--- src/rtl/adpcm_addb.sv ---
// G.726 ADDB reconstruction adder: SR = DQ (sign-magnitude) + SE (two's complement),
// 16-bit wrap-around, registered with one cycle of latency.
module adpcm_addb (
   input  logic        clk,
   input  logic        reset,
   input  logic [15:0] dq,
   input  logic [14:0] se,
   output logic [15:0] sr,
   input  logic        scan_in0,
   input  logic        scan_in1,
   input  logic        scan_in2,
   input  logic        scan_in3,
   input  logic        scan_in4,
   input  logic        scan_enable,
   input  logic        test_mode,
   output logic        scan_out0,
   output logic        scan_out1,
   output logic        scan_out2,
   output logic        scan_out3,
   output logic        scan_out4
);

   logic [15:0] dqi;
   logic [15:0] sei;
   logic [15:0] sr_d;
   logic [15:0] sr_q;
   logic        unused_dft;

   // Negative zero (8000) negates a zero magnitude, so it maps to 0 rather than -32768.
   always_comb begin
      dqi  = dq[15] ? (16'h0000 - {1'b0, dq[14:0]}) : dq;
      sei  = {se[14], se};
      sr_d = dqi + sei;
   end

   always_ff @(posedge clk or negedge reset) begin
      if (!reset) begin
         sr_q <= 16'h0000;
      end else begin
         sr_q <= sr_d;
      end
   end

   assign sr = sr_q;

   // Scan chains are inserted later by the DFT flow; the RTL only ties the outputs off.
   assign scan_out0  = 1'b0;
   assign scan_out1  = 1'b0;
   assign scan_out2  = 1'b0;
   assign scan_out3  = 1'b0;
   assign scan_out4  = 1'b0;
   assign unused_dft = ^{scan_in0, scan_in1, scan_in2, scan_in3, scan_in4,
                         scan_enable, test_mode};

endmodule

--- config.mk ---
export PLATFORM = sky130hd
export DESIGN_NAME = adpcm_addb
export DESIGN_NICKNAME = d
export VERILOG_FILES = /design/src/rtl/adpcm_addb.sv
export SDC_FILE = /design/constraint.sdc
export NUM_CORES = 1
export LEC_CHECK = 0
export ABC_AREA = 1
export CAP_MARGIN = 30
export CORE_UTILIZATION = 35
export DETAILED_ROUTE_END_ITERATION = 10
export GPL_ROUTABILITY_DRIVEN = 0
export HOLD_SLACK_MARGIN = 0.05
export PLACE_DENSITY = 0.74
export SYNTH_ARGS = -nofsm -noshare
export SYNTH_HDL_FRONTEND = slang
export SYNTH_SLANG_ARGS = --single-unit
export TNS_END_PERCENT = 5
--- constraint.sdc ---
create_clock -name clk -period 1.2 [get_ports clk]
set_input_delay 0.24 -clock clk [delete_from_list [all_inputs] [get_ports clk]]
set_output_delay 0.24 -clock clk [all_outputs]
set_load 0.1 [all_outputs]
# After elaboration in Yosys (flattened, before gate mapping)
# Cells that the tools add are included.
# op_classes
n_addsub	2
n_mux	1
# op_table
op	count
16-bit adder	1
16-bit two-way mux	1
1-bit by 15-bit subtractor with 16-bit output, first input constant	1
# word_totals
reg_bits	16

# Longest topological paths before layout
# depth
depth_word	3
ltp_mapped	22
ltp_nobuf	22

# Least setup slack after synthesis
# OpenSTA, ideal clock, no wires.
# synth_timing
kind	input-to-reg
startpoint	input dq[0]
endpoint	register sr_q[14], in the netlist sr[14]
arrival_time_ns	1.927
required_ns	1.083
slack_ns	-0.843
cell_stages	18
path_buffers	0
path_cell_list	inv_1 ha_1 inv_1 nor2_2 nand3b_2 nor2_4 nand2_2 nand2_4 nand2_1 nand2_1 nand2_1 ha_1 inv_1 nor3_2 and2_1 nand2_1 nand3_1 nand2_1
# synth_between
elab_chain_len	3
# synth_lines
item	line	rtl
start, declared	6	input logic [15:0] dq,
1-bit by 15-bit subtractor with 16-bit output	31	dqi = dq[15] ? (16'h0000 - {1'b0, dq[14:0]}) : dq;
16-bit two-way mux *	31	
16-bit adder *	33	sr_d = dqi + sei;
via sr_d[14]	25	logic [15:0] sr_d;
end signal, assigned	40	sr_q <= sr_d;
end, declared	26	logic [15:0] sr_q;
# The timed path passes the listed nets; every way through them passes the cells marked *.

# Final worst setup path
# layout_timing
startpoint	input dq[1]
endpoint	register sr_q[12], in the netlist sr[12]
# Same word-level chain as after synthesis.

==> results.py <==
metrics = {
    "status": {
        "outcome": "finished, violations left",
        "violations": "negative setup slack",
    },
    "synth": {
        "ys_async_sr_fraction_pct": 100,
        "synth.top_cells.by_area": "dfrtp_1 (23%), nand2_1 (19%), ha_1 (13%)",
        "synth_top_area_share_pct": 22.5,
        "synth_area_per_cell_um2": 6.66,
        "yosys_warnings": 0,
        "synth_common_cells": "nand2_1 (90), inv_1 (43), ha_1 (19), nor2_1 (19), dfrtp_1 (16)",
        "yosysTopAreaCell": "dfrtp_1",
        "yosysMostFrequentCell": "nand2_1",
        "ys_seq_elements": 16,
        "syn-cell-area_um2": 1780,
        "ys_seq_area_share_pct": 22.5,
        "netlist_instances": 267,
        "synth_cell_types": 27,
        "synth_edf_count": 0,
        "ys.flop_type": "dfrtp_1",
    },
    "sta": {
        "setup_ws_ps": -756,
        "max_freq_mhz": 511,
        "hold_viol": 0,
        "final.min_clock_period_ps": 1960,
        "finalCritPeriodShare_pct": 163,
        "setup_viol": 14,
        "rsz0062_at_grt": "true",
        "hold-worst-slack_ps": 308,
        "slew_violations": 0,
    },
    "placement": {
        "dp.cells": 421,
        "port_buffers": 48,
        "post-dp-hpwl_um": 3760,
    },
    "die": {
        "fp.dieArea_um2": 5370,
        "core_um2": 4820,
        "num_io_pins": 61,
        "die-height_um": 73.3,
        "initial_core_util_pct": 36.9,
        "rows": 25,
        "die_w_um": 73.3,
    },
    "power_and_ir_drop": {
        "leakage_nw": 1.67,
        "vdd_drop_max_mv": 0.999,
        "power_density_nw_per_um2": 1370,
    },
    "drt": {
        "vias": 1958,
        "wl_per_cell_um": 10.8,
        "finalWirelength_um": 4700,
        "avgViaCountPerCell": 4.51,
        "drcViolationCount": 0,
        "final_antenna_net_count": 0,
        "firstDrtPassIters": 4,
        "drt_iter0_markers": 73,
    },
    "global_routing": {
        "grt.overflow.total": 0,
        "grt_max_degree": 17,
        "first_global_vias": 1973,
        "antenna_found_initial": 0,
        "grt_first_pass_wirelength_um": 7980,
        "track_usage_pct": 19.0,
    },
    "clocking": {
        "ctsRootBufferMaster": "clkbuf_8",
        "clkSinkCount": 16,
        "tritoncts": "yes",
        "cts.clk_slew.worst_paths_ps": 60,
        "clockBufferDepth": 2,
        "cts_buffers": 3,
        "htreeDepth": 1,
    },
    "setup_path": {
        "crit_type": "in2reg",
        "cp-end-kind": "register",
        "worstPathArrival_ps": 2100,
        "crit_fanout": 5,
        "cp-start-kind": "primary input",
        "critPathRequiredTime_ps": 1350,
    },
    "finish": {
        "largest_reg_flops": 16,
        "fin_cells": 434,
        "antennaDiodeCount": 0,
        "area_delta_synth_final_pct": 78.1,
        "drive_above_1_share_pct": 40.6,
        "layout.nets": 429,
    },
    "job": {
        "drv_cap": 0,
    },
    "min_path": {
        "hold_path.class": "in2async",
    },
}
[stage by stage]
| stage | total power, mW | TNS (ps) | setup slack (ps) | utilization [%] | cell area [µm²] |
|---|---|---|---|---|---|
| global route | 4.56 | -9640 | -890 | 65.8 | 3170 |
| global placement | 3.70 | -19740 | -1550 | 59.5 | 2870 |
| floorplan | 2.55 | -7670 | -767 | - | 1880 |
| finish | 4.34 | -7910 | -756 | 65.8 | 3170 |
| detailed placement | 3.76 | -20220 | -1580 | 59.5 | 2870 |
| CTS | 4.26 | -8040 | -748 | 63.6 | 3070 |
[kinds of logic after synthesis]
logic type	Yosys count	share of synthesized area (%)
xor gates and xnor gates	18	9.28
other	1	0.211
DFF	16	22.5
buffers and inverters	49	11.5
AOI/OAI and AO/OA	17	5.13
and+or+nand+nor	146	36.9
adders and majority gates	20	14.5
[layer usage]
metal  global-route usage, %  share of wire, %  wire [µm]
met1                    21.3                41       1930
met2                    36.4                52       2440
met3                    1.65               4.1        192
met4                    7.91               2.9        138
met5                       0                 0          0
[power breakdown]
part	switching (mW)	internal, mW
combinational	1.93	1.21
sequential	0.122	0.689
clock	0.170	0.222
[timing repair]
item | 4_1_cts | 5_1_grt
setup buffers | 8 | 2
pin swaps | 32 | 19
hold buffers | 0 | 0
setup endpoints to repair | 15 | 15
resized for setup | 60 | 32
[layout make-up]
type,instances,area [µm²]
Fill cell,403,1650
Multi-Input combinational cell,206,1420
Timing Repair Buffer,99,1040
Sequential cell,16,400
Inverter,43,181
Tap cell,67,83.8
Clock buffer,3,41.3
[placed cells by master, fill, tap and decap left out, types with 2 or more instances in the layout]
| master | count |
|---|---|
| nor2_2 | 4 |
| buf_6 | 3 |
| nor2_4 | 7 |
| nand3b_1 | 2 |
| clkdlybuf4s15_2 | 2 |
| clkbuf_8 | 3 |
| nand3_1 | 14 |
| ha_2 | 2 |
| a21oi_1 | 5 |
| conb_1 | 5 |
| nor3_4 | 2 |
| buf_12 | 17 |
| clkdlybuf4s15_1 | 3 |
| dlymetal6s2s_1 | 2 |
| clkdlybuf4s50_1 | 18 |
| and2_1 | 2 |
| dlygate4sd2_1 | 4 |
| nor2_1 | 13 |
| o21ai_2 | 2 |
| ha_1 | 12 |
| or2_1 | 2 |
| nand2_1 | 71 |
| ha_4 | 5 |
| nand2_2 | 24 |
| dfrtp_1 | 16 |
| a21oi_2 | 8 |
| xor2_2 | 2 |
| inv_1 | 31 |
| buf_4 | 49 |
| xor2_1 | 14 |
| nand2_4 | 2 |
| inv_2 | 10 |
[path summary, 6_finish.rpt]
kind | slack (ps) | to | startpoint | cells after the start
min | 310 | sr[9]$_DFF_PN0_ | reset | 2
min in group clk | 370 | sr[0]$_DFF_PN0_ | dq[0] | 3
max | -760 | sr[12]$_DFF_PN0_ | dq[1] | 15
max in group asynchronous | 710 | sr[7]$_DFF_PN0_ | reset | 2
[worst max-delay path: stages]
cell	delay [ps]
buf_6	110
buf_4	130
nor2_4	90
nand2_2	80
nor2_4	180
a21oi_2	80
xor2_1	170
ha_2	390
nand2_2	70
buf_4	130
buf_4	120
nor2_1	90
nand2_1	90
nand3_1	70
nand2_1	50
No activity file was read; power rests on OpenSTA's default activity.
